--- src/rtl/mux_rr_arbiter.sv ---
`default_nettype none
// ============================================================================
// Module  : mux_rr_arbiter
// Brief   : 4-source round-robin arbiter with max-hold preemption driving a
//           registered 4:1 one-bit mux output.
// Revision: 1.0 - initial release
// ============================================================================
module mux_rr_arbiter #(
  parameter int MAX_HOLD = 8,
  parameter int HOLD_W   = 4
) (
  input  logic       clk,
  input  logic       rst,
  input  logic [3:0] req,
  input  logic [3:0] din,
  output logic [3:0] gnt,
  output logic [1:0] sel,
  output logic       busy,
  output logic       z
);

  typedef enum logic [0:0] {
    ST_IDLE  = 1'b0,
    ST_GRANT = 1'b1
  } state_t;

  localparam logic [HOLD_W-1:0] C_HOLD_LAST = HOLD_W'(MAX_HOLD - 1);

  state_t            state_q, state_d;
  logic [3:0]        gnt_q,   gnt_d;
  logic [1:0]        sel_q,   sel_d;
  logic              busy_q,  busy_d;
  logic              z_q,     z_d;
  logic [HOLD_W-1:0] cnt_q,   cnt_d;
  logic [1:0]        ptr_q,   ptr_d;

  logic [1:0]        w_win;
  logic              w_release;

  // Scan from farthest to nearest so the closest requester after ptr wins.
  always_comb begin
    w_win = 2'd0;
    for (int i = 4; i >= 1; i--) begin
      if (req[ptr_q + 2'(i)]) begin
        w_win = ptr_q + 2'(i);
      end
    end
  end

  always_comb begin
    state_d = state_q;
    gnt_d   = gnt_q;
    sel_d   = sel_q;
    busy_d  = busy_q;
    cnt_d   = cnt_q;
    ptr_d   = ptr_q;
    z_d     = busy_q ? din[sel_q] : 1'b0;

    w_release = !req[sel_q] || ((cnt_q == C_HOLD_LAST) && (|(req & ~gnt_q)));

    case (state_q)
      ST_IDLE: begin
        if (|req) begin
          state_d = ST_GRANT;
          gnt_d   = 4'b0001 << w_win;
          sel_d   = w_win;
          busy_d  = 1'b1;
          ptr_d   = w_win;
          cnt_d   = '0;
        end
      end
      ST_GRANT: begin
        if (w_release) begin
          state_d = ST_IDLE;
          gnt_d   = 4'b0000;
          busy_d  = 1'b0;
        end else if (cnt_q != C_HOLD_LAST) begin
          cnt_d = cnt_q + 1'b1;
        end
      end
      default: begin
        state_d = ST_IDLE;
      end
    endcase
  end

  // ptr resets to 3 so that src0 is first in line after reset.
  always_ff @(posedge clk or posedge rst) begin
    if (rst) begin
      state_q <= ST_IDLE;
      gnt_q   <= 4'b0000;
      sel_q   <= 2'd0;
      busy_q  <= 1'b0;
      z_q     <= 1'b0;
      cnt_q   <= '0;
      ptr_q   <= 2'd3;
    end else begin
      state_q <= state_d;
      gnt_q   <= gnt_d;
      sel_q   <= sel_d;
      busy_q  <= busy_d;
      z_q     <= z_d;
      cnt_q   <= cnt_d;
      ptr_q   <= ptr_d;
    end
  end

  assign gnt  = gnt_q;
  assign sel  = sel_q;
  assign busy = busy_q;
  assign z    = z_q;

endmodule
`default_nettype wire

--- config.mk ---
export PLATFORM = sky130hd
export DESIGN_NAME = mux_rr_arbiter
export DESIGN_NICKNAME = d
export VERILOG_FILES = /design/src/rtl/mux_rr_arbiter.sv
export SDC_FILE = /design/constraint.sdc
export NUM_CORES = 1
export LEC_CHECK = 0
export CAP_MARGIN = 40
export CORE_UTILIZATION = 51
export CTS_BUF_LIST = sky130_fd_sc_hd__clkbuf_4 sky130_fd_sc_hd__clkbuf_8 sky130_fd_sc_hd__clkbuf_16
export CTS_CLUSTER_SIZE = 40
export DETAILED_ROUTE_END_ITERATION = 7
export PLACE_DENSITY = 0.77
export SLEW_MARGIN = 20
export SYNTH_ARGS = -nofsm -noshare
export SYNTH_HDL_FRONTEND = slang
export SYNTH_SLANG_ARGS = --single-unit
--- constraint.sdc ---
create_clock -name clk -period 3 [get_ports clk]
set_input_delay 0.3 -clock clk [delete_from_list [all_inputs] [get_ports clk]]
set_output_delay 0.3 -clock clk [all_outputs]
set_load 0.02 [all_outputs]
After elaboration in Yosys (flattened, before gate mapping):

Index checks and enable logic that the tools add are counted.

* input port bits: 10
* output and inout port bits: 8
* logic and storage cells: 64
* register bits: 15

* add/sub/neg operators: 4
* reduce and logical (&&, ||, !) cells: 8
* bitwise logic cells: 3
* equal/unequal tests: 6
* mux-type cells: 30
* magnitude comparators: 5
* shift operators: 1

Operators with widths (number)
* 2-to-1 mux 4 bit: 5
* case mux 4 bit (2 select lines): 2
* less-than comparator 2 x 3 -> 1 bit, second input constant: 5
* binary-select mux 1 bit (select 2 bit): 6
* 2-to-1 mux 1 bit: 11
* 2-to-1 mux 2 bit: 4
* OR reduction 4 bit: 2
* adder 2 bit, second input constant: 2
* adder 4 x 1 -> 4 bit, second input constant: 1
* bitwise AND 4 bit: 1
* equality test 4 x 3 -> 1 bit, second input constant: 1
* inequality test 2 x 1 -> 1 bit, second input constant: 2
* inequality test 2 bit, second input constant: 2
* inequality test 4 x 3 -> 1 bit, second input constant: 1
* NOT 4 bit: 1
* case mux 1 bit (2 select lines): 2
* AND reduction 2 bit: 2
* << shifter 1 x 2 -> 4 bit, first input constant: 1
* AND reduction 3 bit: 1
* adder 2 x 1 -> 2 bit, second input constant: 1
* logical AND 1 bit: 1
* logical NOT 1 bit: 1
* logical OR 1 bit: 1
* NOT 1 bit: 1

Depth between registers and ports, before layout:

* depth after elaboration: 9
* gate-level depth with buffers: 5
* depth with buffers taken out: 5

Worst setup path after synthesis:

Ideal clock, no wire load.

* path kind: reg2reg
* from: register sel_q[0] (netlist: sel[0])
* to: register gnt_q[1] (netlist: gnt[1])
* data required time: 2878 ps
* cell stages (with the launch flop): 5
* buffers on the path: 0
* arrival time: 1482 ps
* setup time: 122 ps
* setup slack: 1396 ps
* period minus slack after synthesis: 1604 ps
* cells stage by stage: dfrtp_1 -> mux4_2 -> inv_2 -> o21ai_2 -> a32o_1

* cells in the longest elaborated chain, start to end: 6

Ends and longest elaborated chain
* start: declaration: line 31 `logic [1:0] sel_q, sel_d;`
* start signal: assignment: line 100 `sel_q <= sel_d;`
* binary-select mux 1 bit (select 2 bit): line 59 `w_release = !req[sel_q] || ((cnt_q == C_HOLD_LAST) && (|(req & ~gnt_q)));`
* 2-to-1 mux 1 bit (not written as such): line 59
* logical NOT 1 bit: line 59
* logical OR 1 bit: line 59
* inequality test 2 x 1 -> 1 bit (no line)
* AND reduction 2 bit (no line)
* end signal: assignment: line 99 `gnt_q <= gnt_d;`
* end: declaration: line 30 `logic [3:0] gnt_q, gnt_d;`

No other way between the ends. The select of a mux whose other input is x is not followed.
A chain may end at the register's enable or synchronous reset.

Final worst setup path:

* from: input req[3]
* to: register gnt_q[3] (netlist: gnt[3])

* cells in the longest elaborated chain, start to end: 9
* elaborated cells on any way between the ends: 26
* classes of those cells: eq/ne (2); shift (1); mux (16); bitwise (1); reduce/logical (6)

Ends and longest elaborated chain
* start: declaration: line 14 `input logic [3:0] req,`
* binary-select mux 1 bit (select 2 bit): line 44 `if (req[ptr_q + 2'(i)]) begin`
* 2-to-1 mux 1 bit (not written as such): line 44
* 2-to-1 mux 2 bit (4 in a row): line 44
* << shifter 1 x 2 -> 4 bit: line 65 `gnt_d = 4'b0001 << w_win;`
* 2-to-1 mux 4 bit: line 63 `if (|req) begin`
* case mux 4 bit (2 select lines): line 61 `case (state_q)`

Parallel ways exist; a longest one is shown, timed or not. The select of a mux whose other input is x is not followed.

==> results.yml <==
timing:
  grt_setup_unrepaired: "no"
  clock_skew_ns: 0.000481
  slew_headroom_pct: 62.1
  timing_worst_slew_pin_value_ns: 0.567
  post-route-min-period_ns: 1.67
  timing.setup.tns_ns: 0
  final_min_period_over_clock_period_pct: 55.7
  clock.fmax_ghz: 0.599
  maxSlewViolCount: 0
  setup-violations-final: 0
  hold_viol_final: 0
clock_tree:
  worstSkewPairLatency_ns: 0.28
  cts_hold_repair.buffers: 0
  max-clock-path-buffers: 2
  cts_buffers: 3
  clock-root-buffer: "sky130_fd_sc_hd__clkbuf_4"
  clk_sinks: 15
  post_cts_resize_count: 0
  cts.repair_timing.setup_buffer_count: 0
  path_clk_slew_ns: 0.09
  cts_tree: "done"
  htree_levels: 1
routing:
  first_iter_violations: 14
  drc_errors: 0
  drt.antenna.violating_nets: 0
  route.detailed.wl_per_inst_um: 15.8
  detail_route.wirelength_mm: 1.66
  drt_pre_antenna_iters: 4
  num_vias: 633
  routed_via_density: 6.03
pwr:
  pwr_density_cell_nw_per_um2: 1000
  total_power_w: 0.00101
  total_leakage_power_nw: 0.431
  ir_drop_mv: 0.599
setup_path:
  crit_type: "in -> reg"
  crit_arrival_ns: 1.84
  critPathTopFamily: "compound AO/OA/AOI/OAI gates"
  critical_path.startpoint_type: "input port"
  worst_setup_path_end_kind: "flop"
  cp.buffers_inverters: 1
  timing.critical_path.cells: "clkdlybuf4s50_1 > nor2_1 > a21o_1 > nor2b_1 > a32o_1"
  worst_path_max_delay_cell: "sky130_fd_sc_hd__clkdlybuf4s50_1"
  worst-path-max-fanout: 16
  required_ns: 3.17
  crit_path_max_incr_delay_ns: 0.50
cells_and_area:
  area_occupied_by_multi_input_gates_um2: 402
  layout.area.seq_um2: 378
  fin_util_pct: 73.4
  antenna_cells: 0
  fillerInstances: 105
  area.growth.synth_to_final_pct: 26.9
  final_cells: 105
  final_nets: 102
  layout.cell_area.non_filler_um2: 1000
  layout-drive-gt1-share_pct: 13.3
placement:
  gpl.final_weighted_congestion: 0.787
  placed_cells_incl_taps: 101
  place.port_buffers: 17
  dp.final_hpwl_mm: 1.28
  cell_area_after_placement_um2: 976
floorplan:
  initial_core_util_pct: 57.9
  die_height_um: 41.4
  dieWidth_um: 41.4
  core.rowCount: 13
  core_region_area_um2: 1370
  ioPinCount: 18
  die_area_um2: 1710
global_routing:
  grt_overflow: 0
  grt_max_degree: 17
  grt_first_pass_wirelength_mm: 2.36
  groute.usage.overall_pct: 22.3
  grt_antenna_before_repair: 0
  number_of_global_route_vias_before_repair: 516
worst_hold_path:
  hp-class: "in -> async"
synth:
  synth_fp_nets: 81
  netlist_instances: 70
  synth.yosys.warnings: 0
  sequential_element_share_of_the_synthesized_area_pct: 47.8
  postSynthAreaPerCell_um2: 11.3
  synth-seq-cells: 15
  syn_area_um2: 791
  ys_types: 30
flow_run:
  cap_viol_max_count: 0
run_status:
  run_status: "finished clean"
==> layout make-up <==
class	instances	area share, %
Clock buffer	3	2.24
Multi-Input combinational cell	52	40.0
Tap cell	15	1.87
Clock inverter	1	0.499
Sequential cell	15	37.7
Timing Repair Buffer	17	17.0
Inverter	2	0.748
==> cells by family (layout without fill, tap and decap cells) <==
kind of cell               Yosys count  after routing  synth area share (%)
adders and majority gates            1              1                  1.58
buffers and inverters                3             23                  1.42
AOI/OAI and AO/OA                   22             22                  21.8
muxes                                6              6                  11.6
DFF                                 15             15                  47.8
and+or+nand+nor                     23             23                  15.8
==> layout by cell type, fill, tap and decap left out, drive strengths merged <==
cell	count
a21boi	1
o211ai	1
o21ai	5
o22a	1
mux2i	2
clkdlybuf4s50	17
ha	1
inv	2
o31ai	1
a21bo	1
nand3b	2
clkinv	1
mux2	2
nor2b	1
dfrtp	13
nand2b	8
a31oi	1
o21a	1
nand2	3
mux4	2
nor2	3
dfstp	2
and2	1
clkbuf	3
a21o	4
a32o	5
nand3	5
a41oi	1
==> where the power goes <==
part | total [W] | internal [W] | switching [W]
registers | 0.000403 | 0.000303 | 0.000100
logic | 0.000493 | 0.000257 | 0.000236
clock network | 0.000112 | 0.0000494 | 0.0000621
==> state kept, by name, summed over array words and instances, names as in the netlist <==
name	count
busy	1
cnt_q	4
gnt	4
ptr_q	2
sel	2
state_q	1
z	1
==> metrics by stage <==
step | setup WS (ns) | hold WS (ns)
3_5_place_dp | 1.03 | 0.502
4_1_cts | 1.32 | 0.379
3_3_place_gp | 1.06 | 0.503
2_1_floorplan | 1.40 | 0.200
6_report | 1.33 | 0.368
5_1_grt | 1.26 | 0.422
==> cell usage after synthesis, drive strengths merged <==
cell type	number	area [µm²]
inv	2	7.50
o22a	1	8.76
a41oi	1	8.76
nand2	3	11.3
dfstp	2	52.6
o21ai	5	28.8
nand3b	2	15.0
ha	1	12.5
nand3	5	25.0
and2	1	6.26
mux2	2	22.5
mux4	2	48.8
o211ai	1	7.51
o21a	1	7.51
mux2i	2	20.0
a32o	5	50.1
o31ai	1	7.51
a21o	4	30.0
nor2b	1	6.26
nand2b	8	50.1
a21boi	1	7.51
a31oi	1	6.26
nor2	3	11.3
dfrtp	13	325
a21bo	1	10.0
clkbuf	1	3.75
==> routing by layer <==
metal	track usage [%]	wire length, µm
met1	30.9	816
met2	33.6	757
met3	4.79	71
met4	9.68	14
met5	0	0
==> path summary, 6_finish.rpt <==
path	start	to	slack [ns]	cells past startpoint
max in group asynchronous	rst	ptr_q[1]$_DFFE_PP1P_	2.26	2
min in group clk	cnt_q[3]$_DFFE_PP0P_	cnt_q[3]$_DFFE_PP0P_	0.53	1
min	rst	z$_DFF_PP0_	0.37	2
min reg2reg	cnt_q[3]$_DFFE_PP0P_	cnt_q[3]$_DFFE_PP0P_	0.53	1
max	req[3]	gnt[3]$_DFFE_PP0P_	1.33	5
max reg2reg	sel[0]$_DFFE_PP0P_	gnt[0]$_DFFE_PP0P_	1.40	4
No activity file was read; power rests on OpenSTA's default activity.
